[src/rtl/trigger_wheel_gen.sv]
// trigger_wheel_gen: synthetic N-M missing-tooth crank wheel generator.
// Define TRIG_WHEEL_RAMP_EN to ramp the tooth period by ramp_step per slot.
module trigger_wheel_gen #(
    parameter int PERIOD_W = 32,
    parameter int CNT_W    = 16
) (
    input  logic                clk,
    input  logic                reset_n,
    input  logic                enable,
    input  logic [CNT_W-1:0]    tooth_cnt,
    input  logic [CNT_W-1:0]    teeth_missing,
    input  logic [PERIOD_W-1:0] tooth_period,
    input  logic [15:0]         ramp_step,
    output logic                vr_out,
    output logic [CNT_W-1:0]    tooth_idx,
    output logic                rev_start,
    output logic                running,
    output logic                cfg_err
);

    typedef enum logic [1:0] {
        S_IDLE,
        S_HI,
        S_LO,
        S_GAP
    } state_t;

    state_t              r_state;
    state_t              w_state_nx;
    logic [PERIOD_W-1:0] r_cnt;
    logic [PERIOD_W-1:0] w_cnt_nx;
    logic [CNT_W-1:0]    r_idx;
    logic [CNT_W-1:0]    w_idx_nx;
    logic                r_rev;
    logic                w_rev_nx;
    logic                r_err;
    logic                w_err_nx;
    logic [CNT_W-1:0]    r_lcnt;
    logic [CNT_W-1:0]    r_lmiss;
    logic [PERIOD_W-1:0] r_lper;
    logic [PERIOD_W-1:0] w_lper_ramp;
    logic                w_latch;
    logic                w_step;
    logic                w_wrap;

    // Validity is judged on the values about to be latched.
    logic [CNT_W:0]      w_miss2;
    logic                w_in_ok;
    assign w_miss2 = {1'b0, teeth_missing} + (CNT_W+1)'(2);
    assign w_in_ok = (tooth_cnt >= CNT_W'(3))
                  && (w_miss2 <= {1'b0, tooth_cnt})
                  && (tooth_period >= PERIOD_W'(4));

    logic [PERIOD_W-1:0] w_half;
    logic                w_slot_end;
    logic [CNT_W-1:0]    w_idx_inc;
    logic [CNT_W-1:0]    w_gap_idx;
    assign w_half     = r_lper >> 1;
    assign w_slot_end = (r_cnt == r_lper - PERIOD_W'(1));
    assign w_idx_inc  = r_idx + CNT_W'(1);
    assign w_gap_idx  = r_lcnt - r_lmiss;

`ifdef TRIG_WHEEL_RAMP_EN
    logic signed [PERIOD_W+1:0] w_sum;
    assign w_sum = $signed({2'b00, r_lper})
                 + $signed({{(PERIOD_W+2-16){ramp_step[15]}}, ramp_step});
    always_comb begin
        w_lper_ramp = w_sum[PERIOD_W-1:0];
        if (w_sum[PERIOD_W+1] || (w_sum[PERIOD_W:0] < (PERIOD_W+1)'(4)))
            w_lper_ramp = PERIOD_W'(4);
        else if (w_sum[PERIOD_W])
            w_lper_ramp = '1;
    end
`else
    logic w_unused;
    assign w_unused    = ^ramp_step ^ w_step;
    assign w_lper_ramp = r_lper;
`endif

    always_comb begin
        w_state_nx = r_state;
        w_cnt_nx   = r_cnt + PERIOD_W'(1);
        w_idx_nx   = r_idx;
        w_rev_nx   = 1'b0;
        w_err_nx   = r_err;
        w_latch    = 1'b0;
        w_step     = 1'b0;
        w_wrap     = 1'b0;
        unique case (r_state)
            S_IDLE: begin
                w_cnt_nx = '0;
                w_idx_nx = '0;
                if (enable) begin
                    w_latch = 1'b1;
                    if (w_in_ok) begin
                        w_state_nx = S_HI;
                        w_rev_nx   = 1'b1;
                    end else begin
                        w_err_nx = 1'b1;
                    end
                end
            end
            S_HI: begin
                if (r_cnt == w_half - PERIOD_W'(1))
                    w_state_nx = S_LO;
            end
            S_LO: begin
                if (w_slot_end) begin
                    w_cnt_nx = '0;
                    w_step   = 1'b1;
                    if (w_idx_inc != w_gap_idx) begin
                        w_state_nx = S_HI;
                        w_idx_nx   = w_idx_inc;
                    end else if (r_lmiss == '0) begin
                        w_wrap = 1'b1;
                    end else begin
                        w_state_nx = S_GAP;
                        w_idx_nx   = w_idx_inc;
                    end
                end
            end
            S_GAP: begin
                if (w_slot_end) begin
                    w_cnt_nx = '0;
                    w_step   = 1'b1;
                    if (r_idx == r_lcnt - CNT_W'(1))
                        w_wrap = 1'b1;
                    else
                        w_idx_nx = w_idx_inc;
                end
            end
            default: w_state_nx = S_IDLE;
        endcase
        // Disable wins over validity at the wrap point.
        if (w_wrap) begin
            w_idx_nx = '0;
            if (!enable) begin
                w_state_nx = S_IDLE;
            end else begin
                w_latch = 1'b1;
                if (w_in_ok) begin
                    w_state_nx = S_HI;
                    w_rev_nx   = 1'b1;
                end else begin
                    w_state_nx = S_IDLE;
                    w_err_nx   = 1'b1;
                end
            end
        end
    end

    always_ff @(posedge clk or negedge reset_n) begin
        if (!reset_n) begin
            r_state <= S_IDLE;
            r_cnt   <= '0;
            r_idx   <= '0;
            r_rev   <= 1'b0;
            r_err   <= 1'b0;
            r_lcnt  <= '0;
            r_lmiss <= '0;
            r_lper  <= '0;
        end else begin
            r_state <= w_state_nx;
            r_cnt   <= w_cnt_nx;
            r_idx   <= w_idx_nx;
            r_rev   <= w_rev_nx;
            r_err   <= w_err_nx;
            if (w_latch) begin
                r_lcnt  <= tooth_cnt;
                r_lmiss <= teeth_missing;
                r_lper  <= tooth_period;
            end else if (w_step) begin
                r_lper  <= w_lper_ramp;
            end
        end
    end

    assign vr_out    = (r_state == S_HI);
    assign running   = (r_state != S_IDLE);
    assign tooth_idx = r_idx;
    assign rev_start = r_rev;
    assign cfg_err   = r_err;

endmodule

[config.mk]
export PLATFORM = sky130hd
export DESIGN_NAME = trigger_wheel_gen
export DESIGN_NICKNAME = d
export VERILOG_FILES = /design/src/rtl/trigger_wheel_gen.sv
export SDC_FILE = /design/constraint.sdc
export NUM_CORES = 1
export LEC_CHECK = 0
export BUFFER_PORTS_ARGS = -buffer_cell sky130_fd_sc_hd__buf_2
export CAP_MARGIN = 15
export CORE_ASPECT_RATIO = 1.2
export CORE_MARGIN = 5
export CORE_UTILIZATION = 50
export DETAILED_ROUTE_END_ITERATION = 8
export HOLD_SLACK_MARGIN = 0.08
export PLACE_DENSITY = 0.75
export RECOVER_POWER = 100
export SYNTH_ARGS = -nofsm -noshare
export SYNTH_HDL_FRONTEND = slang
export SYNTH_SLANG_ARGS = --single-unit
export TNS_END_PERCENT = 50
[constraint.sdc]
create_clock -name clk -period 4.65 [get_ports clk]
set_clock_uncertainty 0.15 [all_clocks]
set_input_delay 0.93 -clock clk [delete_from_list [all_inputs] [get_ports clk]]
set_output_delay 0.93 -clock clk [all_outputs]
set_load 0.02 [all_outputs]
==> summary by stage, run 1 <==
Run status
The flow ran to the end, but the final reports show violations. The checks that failed: capacitance limit, slew limit.

Clocking
The total CTS buffers is 17. The hold buffer count at cts is 0. The clock tree from TritonCTS is done. The clock-pin slew on the worst setup and hold paths is 0.06 ns.

The longest clock path from root to sink contains 2 buffers. The later-pin clock latency in the skew report is 0.43 ns. The clock drives 116 sinks. The clock tree synthesis step divided the H-tree into 4 levels. The cell at the root of the clock tree is sky130_fd_sc_hd__clkbuf_16.

Pwr
The highest ir drop seen on vdd is 0.2486 mV. The leakage power is 0.005303 uW. The power per cell area is 228.8 nW/um^2. The total power draw is 2561 uW.

Die
The placement row count is 56. The core area is 19340 sq um. The die span in x is 137.4 microns. The floorplan step set the die height to 162.9 microns. During I/O placement, the number of pins put on the boundary was 103.

The overall die area is 22390 sq um. The initial utilization of the core area, before any placement, comes to 50.39%.

STA
The number of pins with negative max-slew slack in the final report is 63. Setup violations remaining at the end of the flow were counted as 0. Subtracting the final worst setup slack from the clock period gives 4.384 ns. After layout, the worst path uses 94.29% of the clock period. The number of hold violations in the final report was 0.

Setup repair after global routing left no endpoint under its margin. Based on the critical path, the design can be clocked at up to 228.1 MHz. For the pin with the worst max-slew slack, the measured transition is 3.496 ns. In this run the tightest slew margin relative to its limit is -133.1%.

After layout, the worst setup slack is 0.2656 ns. After routing, the total negative slack on setup checks comes to 0 ns.

Setup path
The worst setup path is launched from a register. The peak per-stage delay on the critical path is 0.47 ns. The required time of the critical path is 4.80 ns. STA classifies the critical path endpoint as a register. The signal arrival time at the worst endpoint is 4.54 ns. The maximum fanout along the worst path is 10. Among the stages of the critical path, the cell type that occurs most often is sky130_fd_sc_hd__o31a_1.

Walking the worst path, the cells encountered are inv_1 -> ha_1 -> xnor2_1 -> or3_1 -> a211o_1 -> a222oi_1 -> o2111a_1 -> o2111ai_1 -> o31a_1 -> o31a_1 -> clkbuf_1 -> and3_1 -> a221o_1. The critical path in this run is classified as reg2reg. The slowest cell on the critical path is sky130_fd_sc_hd__dfrtp_1.

Final layout
The flip-flop and latch area is 2903 sq um. Compared with the post-synthesis result, the final layout area differs by 14.87%. The number of nets at the end of the flow is 1315. Once layout is complete, the utilization of the core stands at 57.89%. The repair_antennas step left the layout with diodes totalling 0. The area taken by multi-input logic gates is 6334 sq um. The post-route netlist has 14.57% of its cells at a drive strength greater than 1. After filler insertion, the fill cell instance count of the layout stands at 1779.

Synthesis
The proportion of register bits with asynchronous set or reset after synthesis is 100.0%. A synthesized cell averages 8.916 sq um. The part of the Yosys area used for sequential elements is 29.79%. Synthesis produced a netlist with a net count of 1220. Counting flops with a built-in enable in the synthesized netlist gives 0. The most used flip-flop cell after synthesis is sky130_fd_sc_hd__dfrtp_1. The number of distinct library cells after synthesis is 75. The number of standard cells after synthesis is 1093. After synthesis the cells add up to 9746 sq um. The Yosys step of the flow raised 0 warnings. The number of storage elements in the synthesis netlist is 116.

Routing
The post-route DRC violation count is 0. The first routing iteration left 699 violations. Before antenna repair, the detailed router went through 7 iterations. Dividing the detail-routed wire length by the instance count gives 19.25 microns. In this run the remaining antenna-violating nets after routing total 0. The average via count per standard cell is 5.978. The detailed-route wire length is 28.14 mm. The count of vias placed by the detailed router is 8740.

Placement
The number of port buffers is 86. OpenSTA, run right after detailed placement, puts the worst setup slack at 0.1935 ns. At the end of routability-driven placement, the weighted congestion stood at 1.002. After legalization and detailed placement, the total HPWL measured 21.86 mm.

Hold path
The worst min-delay path class is reg2reg.

GRT
Entering global routing, the biggest net connects 63 pins. In the global route stage, met3 resource usage came out at 5.006%. The remaining global-route overflow is 0. In the global route stage, overall resource usage came out at 25.64%. The number of antenna violations at the first check in global routing is 2.

The met2 usage is 45.29%. The via count of the first global-routing pass is 8643. The busiest layer in global routing is met2. The first global-routing pass estimated 45.01 mm of wire. The met1 global-route usage is 30.12%.

Job
Across the run, the number of max-cap violations was 1.
cell usage in the layout (no fill, tap or decap), types with 5 or more instances in the layout:
cell type / netlist / routed
sky130_fd_sc_hd__nand4_1: 36 / 36
sky130_fd_sc_hd__buf_2: 10 / 70
sky130_fd_sc_hd__xor2_1: 59 / 59
sky130_fd_sc_hd__a21o_1: 27 / 27
sky130_fd_sc_hd__inv_1: 51 / 51
sky130_fd_sc_hd__mux2_1: 58 / 58
sky130_fd_sc_hd__nand2_1: 58 / 58
sky130_fd_sc_hd__o211ai_1: 7 / 7
sky130_fd_sc_hd__nand3b_1: 5 / 5
sky130_fd_sc_hd__ha_1: 43 / 43
sky130_fd_sc_hd__o21ai_0: 27 / 27
sky130_fd_sc_hd__clkbuf_16: 0 / 17
sky130_fd_sc_hd__clkbuf_1: 38 / 26
sky130_fd_sc_hd__mux2i_1: 10 / 10
sky130_fd_sc_hd__nor4_1: 35 / 32
sky130_fd_sc_hd__nor2_1: 80 / 80
sky130_fd_sc_hd__a211oi_1: 7 / 7
sky130_fd_sc_hd__a31oi_1: 8 / 8
sky130_fd_sc_hd__nand2b_1: 7 / 7
sky130_fd_sc_hd__and3_1: 16 / 16
sky130_fd_sc_hd__dfrtp_1: 116 / 116
sky130_fd_sc_hd__a21oi_1: 33 / 33
sky130_fd_sc_hd__or3_1: 12 / 12
sky130_fd_sc_hd__nor4_2: 2 / 5
sky130_fd_sc_hd__and4_1: 7 / 7
sky130_fd_sc_hd__a22o_1: 7 / 7
sky130_fd_sc_hd__or2_2: 5 / 5
sky130_fd_sc_hd__nor2b_1: 15 / 15
sky130_fd_sc_hd__nand3_1: 44 / 44
sky130_fd_sc_hd__buf_4: 15 / 45
sky130_fd_sc_hd__nor3_1: 32 / 32
sky130_fd_sc_hd__mux2_2: 6 / 6
sky130_fd_sc_hd__xnor2_1: 125 / 125
sky130_fd_sc_hd__nor4b_1: 6 / 6
sky130_fd_sc_hd__or4_1: 8 / 8
kinds of logic (layout without fill, tap and decap cells):
logic type / Yosys count / in the layout / share of synthesized area [%]
DFF: 116 / 116 / 29.79
xor gates and xnor gates: 184 / 184 / 16.54
muxes: 74 / 74 / 8.422
adders and majority gates: 44 / 44 / 5.726
and+or+nand+nor: 390 / 390 / 22.16
buffers and inverters: 118 / 226 / 5.431
AOI/OAI and AO/OA: 167 / 167 / 11.94
registers in the layout (all words and copies together), names as in the netlist:
register	count
tooth_idx	16
rev_start	1
r_lmiss	16
r_state	2
r_lper	32
r_cnt	32
cfg_err	1
r_lcnt	16
synth_stat cells, types with 4 or more instances:
master / count / area, sq um
sky130_fd_sc_hd__xnor2_1: 125 / 1095
sky130_fd_sc_hd__dfrtp_1: 116 / 2903
sky130_fd_sc_hd__nor2_1: 80 / 300.3
sky130_fd_sc_hd__xor2_1: 59 / 516.8
sky130_fd_sc_hd__mux2_1: 58 / 653.1
sky130_fd_sc_hd__nand2_1: 58 / 217.7
sky130_fd_sc_hd__inv_1: 51 / 191.4
sky130_fd_sc_hd__nand3_1: 44 / 220.2
sky130_fd_sc_hd__ha_1: 43 / 538.0
sky130_fd_sc_hd__clkbuf_1: 38 / 142.6
sky130_fd_sc_hd__nand4_1: 36 / 225.2
sky130_fd_sc_hd__nor4_1: 35 / 219.0
sky130_fd_sc_hd__a21oi_1: 33 / 165.2
sky130_fd_sc_hd__nor3_1: 32 / 160.2
sky130_fd_sc_hd__a21o_1: 27 / 202.7
sky130_fd_sc_hd__o21ai_0: 27 / 135.1
sky130_fd_sc_hd__and3_1: 16 / 100.1
sky130_fd_sc_hd__buf_4: 15 / 112.6
sky130_fd_sc_hd__nor2b_1: 15 / 93.84
sky130_fd_sc_hd__or3_1: 12 / 75.07
sky130_fd_sc_hd__buf_2: 10 / 50.05
sky130_fd_sc_hd__mux2i_1: 10 / 100.1
sky130_fd_sc_hd__a31oi_1: 8 / 50.05
sky130_fd_sc_hd__or4_1: 8 / 60.06
sky130_fd_sc_hd__a211oi_1: 7 / 52.55
sky130_fd_sc_hd__a22o_1: 7 / 61.31
sky130_fd_sc_hd__and4_1: 7 / 61.31
sky130_fd_sc_hd__nand2b_1: 7 / 43.79
sky130_fd_sc_hd__o211ai_1: 7 / 52.55
sky130_fd_sc_hd__mux2_2: 6 / 67.56
sky130_fd_sc_hd__nor4b_1: 6 / 52.55
sky130_fd_sc_hd__nand3b_1: 5 / 37.54
sky130_fd_sc_hd__o21a_1: 5 / 37.54
sky130_fd_sc_hd__or2_2: 5 / 31.28
sky130_fd_sc_hd__o31a_1: 4 / 35.03
final cells by class:
cell class              instances  share of cell area [%]
clock buffers                  18                   3.834
clock inverters                14                   1.777
inverters                      51                   1.710
multi-input cells             859                   56.58
flip-flops and latches        116                   25.93
well taps                     261                   2.917
repair buffers                143                   7.254
final timing paths:
kind | start | to | slack (ns) | cells past startpoint
worst max-delay path | r_lmiss[5] | tooth_idx[3] | 0.27 | 13
worst min-delay path | cfg_err | cfg_err | 0.31 | 1
worst max register to register | r_lmiss[5] | tooth_idx[3] | 0.27 | 13
worst min register to register | cfg_err | cfg_err | 0.31 | 1
max in group asynchronous | reset_n | tooth_idx[7] | 0.80 | 2
min in group asynchronous | reset_n | r_cnt[31] | 1.54 | 1
layer usage:
| metal | vias up | wire [microns] |
|---|---|---|
| li1 | 4116 | - |
| met2 | 335 | 14550 |
| met4 | 4 | 1095 |
| met3 | 86 | 1449 |
| met5 | - | 27 |
| met1 | 4199 | 11020 |
worst max-delay path, delay by kind of cell (launching register included):
family                   cells  cell delay [ns]
flip-flops                   1             0.47
AND/OR/NAND/NOR              2             0.58
XOR/XNOR                     1             0.17
buffers and inverters        2             0.33
AO/OA/AOI/OAI                7             2.20
adder cells (fa/ha/maj)      1             0.36
metrics by stage:
stage	instances	area (sq um)	hold WS, ns
3_5_place_dp	1427	10590	0.3039
6_report	1462	11190	0.3135
2_1_floorplan	1093	9746	0.3295
3_3_place_gp	1427	10590	0.2887
4_1_cts	1459	11220	0.3163
5_1_grt	1462	11190	0.3520
report_power, final:
| part | leakage (uW) | internal, uW | switching [uW] |
|---|---|---|---|
| logic | 0.00342 | 45.4 | 74.8 |
| clock network | 0.000306 | 904 | 528 |
| registers | 0.00158 | 1010 | 0 |
what timing repair did:
item                       in CTS  in global routing
resized for setup               0                  4
setup endpoints to repair       0                 67
setup buffers                   0                  3
Note: power is estimated with default switching activity, not from simulation.
==> run 2, diff against run 1 <==
--- a/config.mk
+++ b/config.mk
@@ -12,7 +12,7 @@
 export CORE_UTILIZATION = 50
 export DETAILED_ROUTE_END_ITERATION = 8
 export HOLD_SLACK_MARGIN = 0.08
-export PLACE_DENSITY = 0.75
+export PLACE_DENSITY = 0.77
 export RECOVER_POWER = 100
 export SYNTH_ARGS = -nofsm -noshare
 export SYNTH_HDL_FRONTEND = slang
==> constraint.sdc (replaced) <==
create_clock -name clk -period 4 [get_ports clk]
set_clock_uncertainty 0.15 [all_clocks]
set_input_delay 0.8 -clock clk [delete_from_list [all_inputs] [get_ports clk]]
set_output_delay 0.8 -clock clk [all_outputs]
set_load 0.02 [all_outputs]
==> run 2 against run 1 <==
  * The run ends with capacitance limit, slew limit, setup timing left
  * First-iteration DRC count decreased by 19%
  * Register-to-register slack lost 0.47 ns
  * Total power grew 15%
  * Die area unchanged
  * Wire length is 9.7% higher
  * Fmax is 4.3% higher
  * Critical path depth stayed put
  * Sequential share of layout area fell by 2.3 points
  * Sequential cell count unchanged
  * Cell area rose by 9.9%
  * Final cell count rose by 6.1%
  * Sequential power up 16%
  * Critical path type unchanged
  * Highest routed layer is now met4
==> summary by stage, run 2 (synthesized netlist as in run 1, its figures left out) <==
Clocking
The total number of clock tree sinks is 116. TritonCTS built the clock tree. In this run the clock root is driven by a sky130_fd_sc_hd__clkbuf_16. The later-pin clock latency in the skew report is 0.44 ns. The clock passes through at most 2 buffers. The clock-pin slew on the worst setup and hold paths is 0.06 ns. The level count of the clock H-tree is 4. The total CTS buffers is 17.

The hold buffer count at cts is 0.

STA
The number of pins with negative max-slew slack in the final report is 117. Setup violations remaining at the end of the flow were counted as 82. For the pin with the worst max-slew slack, the measured transition is 2.989 ns.

Of the available clock period, the critical path in the final layout requires 105.1%. The shortest clock period the worst path allows after layout is 4.202 ns. The number of hold violations in the final report is 0. Final hold analysis gives a worst-case slack of 0.3385 ns. Once routing completed, OpenROAD measured the worst setup slack at -0.2025 ns. Setup repair after global routing could not meet its margin everywhere. The maximum clock frequency is 238.0 MHz. The worst max-slew margin expressed relative to the limit is -99.30%.

Setup path
The startpoint of the lowest-slack register-to-register path is r_lper[6]. The signal arrival time at the worst endpoint is 4.37 ns. The count of cells along the worst register-to-register path is 13. The type of element launching the critical path is a register.

The element type at the critical path end is a register. The slack of the worst reg-to-reg path is -0.20 ns. The required time of the critical path is 4.17 ns.

In this run the worst path has a maximum fanout of 5. The endpoint identified for the worst register-to-register timing path is tooth_idx[2]. The launch point of the critical path is r_lper[6]. The worst setup path category is reg2reg.

Routing
The routed design has 30.86 mm of wire. The routed length per instance is 19.90 microns. The count of vias placed by the detailed router is 9275. The iteration count of the initial detailed-routing pass is 7. The remaining antenna violation count after routing is 0. The post-route DRC violation count is 0.

For this block, the initial DRC count from the detailed router was 569. The average via count per standard cell is 5.980.

Placement
The final RePlAce weighted congestion is 0.9398. The placed cell count is 1501. The estimated wirelength of the detail-placed design is 22.18 mm. Summing all placed instances gives a cell area of 11210 sq um. In this run the tool buffered the top-level ports with 86 buffer cells. The worst slack after detailed placement is -0.3078 ns.

Pwr
The power per cell area is 239.8 nW/um^2. The leakage power is 0.005806 uW. The worst-case IR drop observed on VDD is 0.2830 mV.

GRT
The global-route wire length before repair is 47.59 mm. The combined global-route utilization of all metal layers is 27.17%. After global routing the overflow that remains totals 0. The number of antenna violations at the first check in global routing is 1. The pin count of the biggest net entering global routing is 117.

The via count of the first global-routing pass is 9266.

Final layout
In the final layout, the share of cells above drive strength 1 is 25.81%. The final layout contains 1404 nets. After the flow finishes, the layout carries non-filler instances totaling 1551.

The area of all placed cells without fillers is 12300 sq um. In the layout the commonest cells are sky130_fd_sc_hd__xnor2_1, sky130_fd_sc_hd__buf_4, sky130_fd_sc_hd__dfrtp_1. Leaving out fill and tap cells, the most frequent cell in the layout is sky130_fd_sc_hd__xnor2_1.

In the final layout, the registers with the most flip-flops are r_cnt: 32 flops, r_lper: 32 flops. From synthesis to final layout, the design area changed by 26.23%. The antenna cell count is 0. Cells fill 63.61% of the core in the end.

Hold path
Counting instances, the worst hold path has a depth of 1. The endpoint of the worst hold-timing path is cfg_err. The startpoint identified for the worst hold timing path is cfg_err. The worst min-delay path class is reg2reg.

Die
Row generation in the floorplan step produced 56 rows. Measured along the y axis, the die boundary spans 162.9 microns. The total area inside the core boundary comes to 19340 sq um.

The floorplan step defined a die boundary enclosing 22390 sq um. Once the floorplan was initialized, standard cells occupied 50.39% of the core. From left edge to right edge, the die measures 137.4 microns. Pin placement for this block handled 103 I/O pins.

Run status
The final reports fail on capacitance limit, slew limit, setup timing. The flow ran to the end, but the final reports show violations.

Job
The count of max-cap constraint violations is 1.
-- run 2: cell count changes in the layout (fill, tap and decap cells not counted), moves of 3 or more --
cell / previous run / this run
sky130_fd_sc_hd__mux2_4: 0 / 51
sky130_fd_sc_hd__clkbuf_1: 26 / 19
sky130_fd_sc_hd__clkinvlp_4: 1 / 4
sky130_fd_sc_hd__buf_12: 1 / 5
sky130_fd_sc_hd__mux2_1: 58 / 7
sky130_fd_sc_hd__clkbuf_16: 17 / 20
sky130_fd_sc_hd__buf_4: 45 / 120
sky130_fd_sc_hd__buf_6: 0 / 8
sky130_fd_sc_hd__buf_2: 70 / 73
-- run 2: area by class of cell --
cell class / count / area [sq um]
clock buffer: 19 / 452.9
sequential: 116 / 2903
fill: 1581 / 7037
inverter: 51 / 191.4
clock inverter: 13 / 172.7
tap: 261 / 326.6
multi-input combinational: 859 / 6585
timing repair buffer: 232 / 1670
-- run 2: timing repair --
item / 4_1_cts / 5_1_grt
gates resized for setup: 48 / 31
setup endpoints to repair: 84 / 84
pin swaps: 5 / 7
hold endpoints to repair: 0 / 0
buffers inserted: 6 / 6
cloned: 3 / 4
-- run 2: layer usage --
layer / global-route usage (%) / vias up / part of all wire (%)
met2: 47.38 / 358 / 51
met1: 30.75 / 4487 / 38
li1: - / 4298 / -
met5: 0 / - / 0
met3: 5.037 / 132 / 5.3
met4: 15.43 / 0 / 6.0
-- run 2: stage by stage --
stage                     setup TNS (ns)  total power [uW]
after detailed placement          -19.57              1336
final                             -12.06              2951
after global placement            -16.47              1332
after CTS                         -3.900              2960
after global routing              -27.77              3037
after floorplan                -0.007384              1243
-- run 2: report_power, final --
part | total, uW | switching (uW) | leakage, uW | internal (uW)
registers | 1170 | 0 | 0.00158 | 1170
logic | 143 | 89.7 | 0.00394 | 53.5
clock network | 1630 | 615 | 0.000292 | 1020
-- run 2: critical path, stage by stage (launching register included) --
cell                       delay [ns]
sky130_fd_sc_hd__dfrtp_1         0.40
sky130_fd_sc_hd__or4_4           0.59
sky130_fd_sc_hd__buf_6           0.15
sky130_fd_sc_hd__nor4_4          0.18
sky130_fd_sc_hd__nand3_2         0.14
sky130_fd_sc_hd__or3_4           0.40
sky130_fd_sc_hd__a221oi_2        0.27
sky130_fd_sc_hd__nand4_1         0.15
sky130_fd_sc_hd__or4_4           0.50
sky130_fd_sc_hd__buf_4           0.17
sky130_fd_sc_hd__o31a_1          0.35
sky130_fd_sc_hd__nor2b_1         0.18
sky130_fd_sc_hd__buf_4           0.16
sky130_fd_sc_hd__a221o_1         0.28
-- run 2: worst max-delay path by stage --
| stage | end | slack, ns | cells after the start |
|---|---|---|---|
| after floorplan | tooth_idx[0] | -0.007 | 14 |
| after global placement | r_lper[10] | -0.26 | 12 |
| after detailed placement | r_lper[11] | -0.31 | 12 |
| after CTS | r_lmiss[0] | -0.09 | 13 |
| after global routing | r_lcnt[12] | -0.38 | 13 |
| final | tooth_idx[2] | -0.20 | 13 |
